--- config.mk ---
export PLATFORM = sky130hd
export DESIGN_NAME = mips_muldiv_seq_flat
export DESIGN_NICKNAME = d
export VERILOG_FILES = /design/src/rtl/mips_pkg.sv /design/src/rtl/mips_muldiv_seq_if.sv /design/src/rtl/mips_muldiv_step.sv /design/src/rtl/mips_muldiv_seq.sv /design/src/flat_wrapper.sv
export SDC_FILE = /design/constraint.sdc
export NUM_CORES = 1
export LEC_CHECK = 0
export CORE_UTILIZATION = 45
export DETAILED_ROUTE_END_ITERATION = 8
export GPL_TIMING_DRIVEN = 0
export PLACE_DENSITY = 0.7
export SYNTH_ARGS = -nofsm -noshare
export SYNTH_HDL_FRONTEND = slang
export SYNTH_SLANG_ARGS = --single-unit
--- constraint.sdc ---
create_clock -name clk -period 6.88 [get_ports clk]
set_clock_uncertainty 0.05 [all_clocks]
set_input_delay 1.376 -clock clk [delete_from_list [all_inputs] [get_ports clk]]
set_output_delay 1.376 -clock clk [all_outputs]
set_load 0.01 [all_outputs]
--- src/rtl/mips_pkg.sv ---
// rtl/mips_pkg.sv - shared types and constants for the HI/LO multiply/divide sequencer
package mips_pkg;

   localparam int MULDIV_STEPS = 32;

   typedef enum logic [2:0] {
      OP_MULT  = 3'd0,
      OP_MULTU = 3'd1,
      OP_DIV   = 3'd2,
      OP_DIVU  = 3'd3,
      OP_MTHI  = 3'd4,
      OP_MTLO  = 3'd5
   } muldiv_op_t;

   typedef enum logic [1:0] {
      IDLE  = 2'd0,
      ITER  = 2'd1,
      FIXUP = 2'd2
   } muldiv_state_t;

   function automatic logic is_arith(input muldiv_op_t op);
      return (op == OP_MULT) || (op == OP_MULTU) || (op == OP_DIV) || (op == OP_DIVU);
   endfunction

   function automatic logic is_signed_op(input muldiv_op_t op);
      return (op == OP_MULT) || (op == OP_DIV);
   endfunction

   function automatic logic is_div_op(input muldiv_op_t op);
      return (op == OP_DIV) || (op == OP_DIVU);
   endfunction

endpackage

--- src/rtl/mips_muldiv_seq_if.sv ---
// rtl/mips_muldiv_seq_if.sv - request/stall/result bundle between execute stage and HI/LO unit
interface mips_muldiv_seq_if #(
   parameter int WIDTH = 32
) ();
   import mips_pkg::*;

   logic             op_valid;
   muldiv_op_t       op_code;
   logic [WIDTH-1:0] src_a;
   logic [WIDTH-1:0] src_b;
   logic             abort;
   logic             op_ready;
   logic             busy;
   logic [WIDTH-1:0] hi;
   logic [WIDTH-1:0] lo;

   modport master (
      output op_valid, op_code, src_a, src_b, abort,
      input  op_ready, busy, hi, lo
   );

   modport slave (
      input  op_valid, op_code, src_a, src_b, abort,
      output op_ready, busy, hi, lo
   );

endinterface

--- src/rtl/mips_muldiv_step.sv ---
// rtl/mips_muldiv_step.sv - one combinational shift-add or restoring-divide iteration
// Divide mode leaves the new low bit zero; the caller inserts q_bit there.
module mips_muldiv_step #(
   parameter int WIDTH = 32
) (
   input  logic               div_mode,
   input  logic [2*WIDTH-1:0] acc,
   input  logic [WIDTH-1:0]   operand,
   output logic [2*WIDTH-1:0] acc_next,
   output logic               q_bit
);

   logic [WIDTH:0] sum;
   logic [WIDTH:0] rem_sh;
   logic [WIDTH:0] diff;

   always_comb begin
      sum    = {1'b0, acc[2*WIDTH-1:WIDTH]} + (acc[0] ? {1'b0, operand} : '0);
      // Remainder shifted left with the next dividend bit; WIDTH+1 bits keeps the carry.
      rem_sh = acc[2*WIDTH-1:WIDTH-1];
      diff   = rem_sh - {1'b0, operand};
      q_bit  = ~diff[WIDTH];
      if (div_mode) begin
         acc_next = {(q_bit ? diff[WIDTH-1:0] : rem_sh[WIDTH-1:0]), acc[WIDTH-2:0], 1'b0};
      end else begin
         acc_next = {sum, acc[WIDTH-1:1]};
      end
   end

endmodule

--- src/rtl/mips_muldiv_seq.sv ---
// rtl/mips_muldiv_seq.sv - iterative MULT/DIV sequencer owning architectural HI/LO
module mips_muldiv_seq #(
   parameter int WIDTH = 32,
   parameter int STEPS = mips_pkg::MULDIV_STEPS
) (
   input logic                clk,
   input logic                rst_n,
   mips_muldiv_seq_if.slave   bus
);
   import mips_pkg::*;

   localparam int            CW   = $clog2(STEPS + 1);
   localparam logic [CW-1:0] LAST = CW'(STEPS - 1);

   muldiv_state_t      state_q, state_d;
   logic [CW-1:0]      cnt_q;
   logic [2*WIDTH-1:0] acc_q;
   logic [2*WIDTH-1:0] step_acc;
   logic               step_q;
   logic [WIDTH-1:0]   mag_a_q, mag_b_q;
   logic [WIDTH-1:0]   hi_q, lo_q;
   logic               div_q, res_neg_q, rem_neg_q, div_zero_q;

   logic               accept;
   logic               neg_a, neg_b;
   logic [WIDTH-1:0]   mag_a, mag_b;
   logic [2*WIDTH-1:0] prod_fix;
   logic [WIDTH-1:0]   fix_hi, fix_lo;

   assign bus.op_ready = (state_q == IDLE) && !bus.abort;
   assign bus.busy     = (state_q != IDLE);
   assign bus.hi       = hi_q;
   assign bus.lo       = lo_q;

   assign accept = bus.op_valid && bus.op_ready;
   assign neg_a  = is_signed_op(bus.op_code) && bus.src_a[WIDTH-1];
   assign neg_b  = is_signed_op(bus.op_code) && bus.src_b[WIDTH-1];
   assign mag_a  = neg_a ? -bus.src_a : bus.src_a;
   assign mag_b  = neg_b ? -bus.src_b : bus.src_b;

   mips_muldiv_step #(.WIDTH(WIDTH)) u_step (
      .div_mode (div_q),
      .acc      (acc_q),
      .operand  (div_q ? mag_b_q : mag_a_q),
      .acc_next (step_acc),
      .q_bit    (step_q)
   );

   always_comb begin
      state_d = state_q;
      case (state_q)
         IDLE:    if (accept && is_arith(bus.op_code)) state_d = ITER;
         ITER:    if (cnt_q == LAST) state_d = FIXUP;
         FIXUP:   state_d = IDLE;
         default: state_d = IDLE;
      endcase
      if (bus.abort) state_d = IDLE;
   end

   always_ff @(posedge clk or negedge rst_n) begin
      if (!rst_n) state_q <= IDLE;
      else        state_q <= state_d;
   end

   // Sign correction: product negated as a 2*WIDTH quantity; quotient and remainder separately.
   always_comb begin
      prod_fix = res_neg_q ? -acc_q : acc_q;
      fix_hi   = prod_fix[2*WIDTH-1:WIDTH];
      fix_lo   = prod_fix[WIDTH-1:0];
      if (div_q) begin
         if (div_zero_q) begin
            fix_hi = rem_neg_q ? -mag_a_q : mag_a_q;
            fix_lo = '1;
         end else begin
            fix_hi = rem_neg_q ? -acc_q[2*WIDTH-1:WIDTH] : acc_q[2*WIDTH-1:WIDTH];
            fix_lo = res_neg_q ? -acc_q[WIDTH-1:0] : acc_q[WIDTH-1:0];
         end
      end
   end

   always_ff @(posedge clk or negedge rst_n) begin
      if (!rst_n) begin
         cnt_q      <= '0;
         acc_q      <= '0;
         mag_a_q    <= '0;
         mag_b_q    <= '0;
         hi_q       <= '0;
         lo_q       <= '0;
         div_q      <= 1'b0;
         res_neg_q  <= 1'b0;
         rem_neg_q  <= 1'b0;
         div_zero_q <= 1'b0;
      end else begin
         case (state_q)
            IDLE: begin
               if (accept) begin
                  if (bus.op_code == OP_MTHI) begin
                     hi_q <= bus.src_a;
                  end else if (bus.op_code == OP_MTLO) begin
                     lo_q <= bus.src_a;
                  end else if (is_arith(bus.op_code)) begin
                     mag_a_q    <= mag_a;
                     mag_b_q    <= mag_b;
                     res_neg_q  <= neg_a ^ neg_b;
                     rem_neg_q  <= neg_a;
                     div_q      <= is_div_op(bus.op_code);
                     div_zero_q <= (bus.src_b == '0);
                     cnt_q      <= '0;
                     acc_q      <= is_div_op(bus.op_code) ? {{WIDTH{1'b0}}, mag_a}
                                                          : {{WIDTH{1'b0}}, mag_b};
                  end
               end
            end
            ITER: begin
               if (!bus.abort) begin
                  acc_q <= div_q ? {step_acc[2*WIDTH-1:1], step_q} : step_acc;
                  cnt_q <= cnt_q + CW'(1);
               end
            end
            FIXUP: begin
               if (!bus.abort) begin
                  hi_q <= fix_hi;
                  lo_q <= fix_lo;
               end
            end
            default: ;
         endcase
      end
   end

endmodule
--- src/flat_wrapper.sv ---
// flat-port wrapper written by rule: the top's interface ports become plain ports
module mips_muldiv_seq_flat import mips_pkg::*;
#(
   parameter int WIDTH = 32,
   parameter int STEPS = mips_pkg::MULDIV_STEPS
)
  (clk, rst_n, bus_op_valid, bus_op_code, bus_src_a, bus_src_b, bus_abort, bus_op_ready, bus_busy, bus_hi, bus_lo);
  mips_muldiv_seq_if #(.WIDTH(WIDTH)) bus_i ();
  input logic clk;
  input logic rst_n;
  input wire logic [$bits(bus_i.op_valid)-1:0] bus_op_valid;
  input wire logic [$bits(bus_i.op_code)-1:0] bus_op_code;
  input wire logic [$bits(bus_i.src_a)-1:0] bus_src_a;
  input wire logic [$bits(bus_i.src_b)-1:0] bus_src_b;
  input wire logic [$bits(bus_i.abort)-1:0] bus_abort;
  output wire logic [$bits(bus_i.op_ready)-1:0] bus_op_ready;
  output wire logic [$bits(bus_i.busy)-1:0] bus_busy;
  output wire logic [$bits(bus_i.hi)-1:0] bus_hi;
  output wire logic [$bits(bus_i.lo)-1:0] bus_lo;
  assign bus_i.op_valid = bus_op_valid;
  assign bus_i.op_code = bus_op_code;
  assign bus_i.src_a = bus_src_a;
  assign bus_i.src_b = bus_src_b;
  assign bus_i.abort = bus_abort;
  assign bus_op_ready = bus_i.op_ready;
  assign bus_busy = bus_i.busy;
  assign bus_hi = bus_i.hi;
  assign bus_lo = bus_i.lo;
  mips_muldiv_seq #(.WIDTH(WIDTH), .STEPS(STEPS)) u_core (.clk(clk), .rst_n(rst_n), .bus(bus_i));
endmodule
==> out/metrics.csv <==
metric;value;unit
die_w;198;um
maxCapViolations;0;
fin_crit;6.73;ns
startpoint_type;flip-flop;
tightestPinTransition;1.31;ns
ys_types;75;
setup_viol;0;
peakVddDrop;229;uV
synthTopCellsByCount;nand2_1, o21ai_0, dfrtp_1;
critPathCaptureType;flip-flop;
viasPerCell;6.45;
p_int;4.53;mW
syn_area;17300;um2
grt_max_degree;117;
status;completed;
seq_power_share;0.244;
ios;137;
grt_util_all_layers;0.404;
tns;0;ns
syn2layout_area_growth;16.4;%
clk_pin_slew_worst_paths;0.06;ns
rows;71;
detail_route.wl_per_cell;27.3;um
timing.fmax;149;MHz
pre_cts_ws;-0.151;ns
yosysMostFrequentCell;nand2_1;
port_buffers;134;
grt_pass1_wl;116000;um
start_util;0.459;
switchingPower;4.59;mW
antenna_found_initial;1;
synth.top_cells.by_area;dfrtp_1, o21ai_0, nand2_1;
async_flop_share;1.00;
slew_headroom;0.116;
drt_iter0_drc;2128;
cts.sinks;204;
drc;0;
drive_gt1_frac;0.0302;
grt_overflow_total;0;
cts_setup_buffers;0;
vias;18900;
synth_cells;2241;
fin_crit_sh;0.978;
hold_viol;0;
worstPathArrival;7.13;ns
cts_buffer_depth;3;
drtPass1Iterations;6;
power.leakage;8.21;nW
critical_path.max_fanout;10;
required;7.28;ns
clockPowerShare;0.148;
switching_share;0.504;
drv_slew;0;
powerDensity;452;nW/um2
synth_ff_type;dfrtp_1;
criticalPathCategory;reg -> reg;
rsz0062_at_grt;no;
synth.avg_cell_area;7.73;um2
hold_class;reg -> reg;
reg2reg_slack;0.15;ns
postCtsHoldBufs;0;
cts_tree;built;
synth-seq-area-share;0.295;
wl;80100;um
dpl.hpwl;63800;um
synth_edf_count;0;
comb_power_share;0.608;
numCtsBuffers;25;
setup_slack;0.149;ns
ys.warnings.count;0;
die_y;198;um
grt_pass1_vias;17600;
ant_nets;0;
yosysTopAreaCell;dfrtp_1;
syn_nets;2385;
synth_seq_cells;204;
insertion_delay;0.56;ns
nets;2548;
synthDominantCellAreaShare;0.295;
cts_root_buf;clkbuf_16;
gp_congestion;1.04;
ctsHtreeMaxLevel;1;
core;37800;um2
dieArea;39300;um2
## power by group through the flow
stage	combinational [mW]	sequential, mW	clock (mW)
detailed placement	5.36	2.21	0
global placement	5.28	2.20	0
finish	5.55	2.23	1.35
CTS	5.39	2.20	1.35
global route	5.98	2.26	1.39
floorplan	3.65	2.05	0
## per-stage QoR
step	cell area, um2	power, mW	hold slack (ns)	instances	utilization
global route	20200	9.64	0.452	2932	0.534
detailed placement	19400	7.57	0.420	2888	0.513
finish	20200	9.12	0.428	2933	0.534
floorplan	17300	5.70	0.395	2241	-
CTS	20200	8.94	0.433	2932	0.534
global placement	19300	7.48	0.415	2886	0.511
## cell type report
type	instances	area, um2
fillers	3751	17600
multi-input cells	1854	11500
flip-flops and latches	204	5100
repair buffers	136	1390
clock buffers	35	693
well taps	511	639
plain buffers	151	588
inverters	32	120
clock inverters	9	104
diodes	1	2.50
## cell usage in the layout (no fill, tap or decap), types with 16 or more instances in the layout
cell	instances
nand2_1	353
clkbuf_16	25
o211ai_1	20
xor2_1	96
clkdlybuf4s50_1	133
o31ai_1	41
a22oi_1	18
nor2_1	165
o22ai_1	39
a21oi_1	152
clkbuf_1	135
a211oi_1	24
ha_1	71
a21o_1	23
dfrtp_1	204
xnor2_1	134
a31oi_1	20
nand3_1	31
nand2b_1	25
or3_1	30
mux2i_1	73
nor3_1	46
o41ai_1	18
or4_1	20
o21ai_0	270
inv_1	32
nor4_1	16
## flip-flops by register name, indices dropped and copies added (netlist names)
signal,count
u_core.acc_q,64
u_core.bus.hi,32
u_core.bus.lo,32
u_core.cnt_q,6
u_core.div_q,1
u_core.div_zero_q,1
u_core.mag_a_q,32
u_core.mag_b_q,32
u_core.rem_neg_q,1
u_core.res_neg_q,1
u_core.state_q,2
## worst max-delay path: stages (launching register included)
cell	delay [ns]
dfrtp_1	0.32
clkbuf_1	0.35
clkbuf_2	0.54
buf_1	0.72
o21ai_0	0.37
ha_1	0.32
fa_1	0.42
nand3b_1	0.22
a31oi_1	0.31
a41o_1	0.42
a21oi_1	0.23
a31oi_1	0.39
mux2i_1	0.29
nand2_1	0.38
clkdlybuf4s15_1	0.71
nor2_1	0.24
a21oi_1	0.05
o21ai_0	0.23
## routing by layer
layer,global-route usage,vias to the layer above,wire [um]
met2,0.587,1103,33600
li1,-,8387,-
met1,0.568,9216,34000
met5,0,-,13
met4,0.190,2,4170
met3,0.0845,214,8310
## path summary, 6_finish.rpt
kind | cells after the start | startpoint | end
worst max-delay path | 17 | u_core.div_q | u_core.acc_q[36]
worst min-delay path | 2 | u_core.bus.lo[4] | u_core.bus.lo[4]
worst max register to register | 17 | u_core.div_q | u_core.acc_q[36]
worst min register to register | 2 | u_core.bus.lo[4] | u_core.bus.lo[4]
max in group asynchronous | 2 | rst_n | u_core.cnt_q[5]
min in group asynchronous | 1 | rst_n | u_core.bus.hi[9]
## repair_timing
| item | 4_1_cts | 5_1_grt |
|---|---|---|
| pin swaps | 0 | 0 |
| endpoints found under the setup margin | 19 | 23 |
| gates resized for setup | 1 | 7 |
## kinds of logic after synthesis
group | Yosys count | synth area share
compound gates | 712 | 0.249
buf+inv | 183 | 0.0402
mux | 76 | 0.0448
simple gates | 763 | 0.201
fa+ha+maj | 73 | 0.0536
xor+xnor | 230 | 0.116
flops | 204 | 0.295
(Power assumes the default switching activity.)
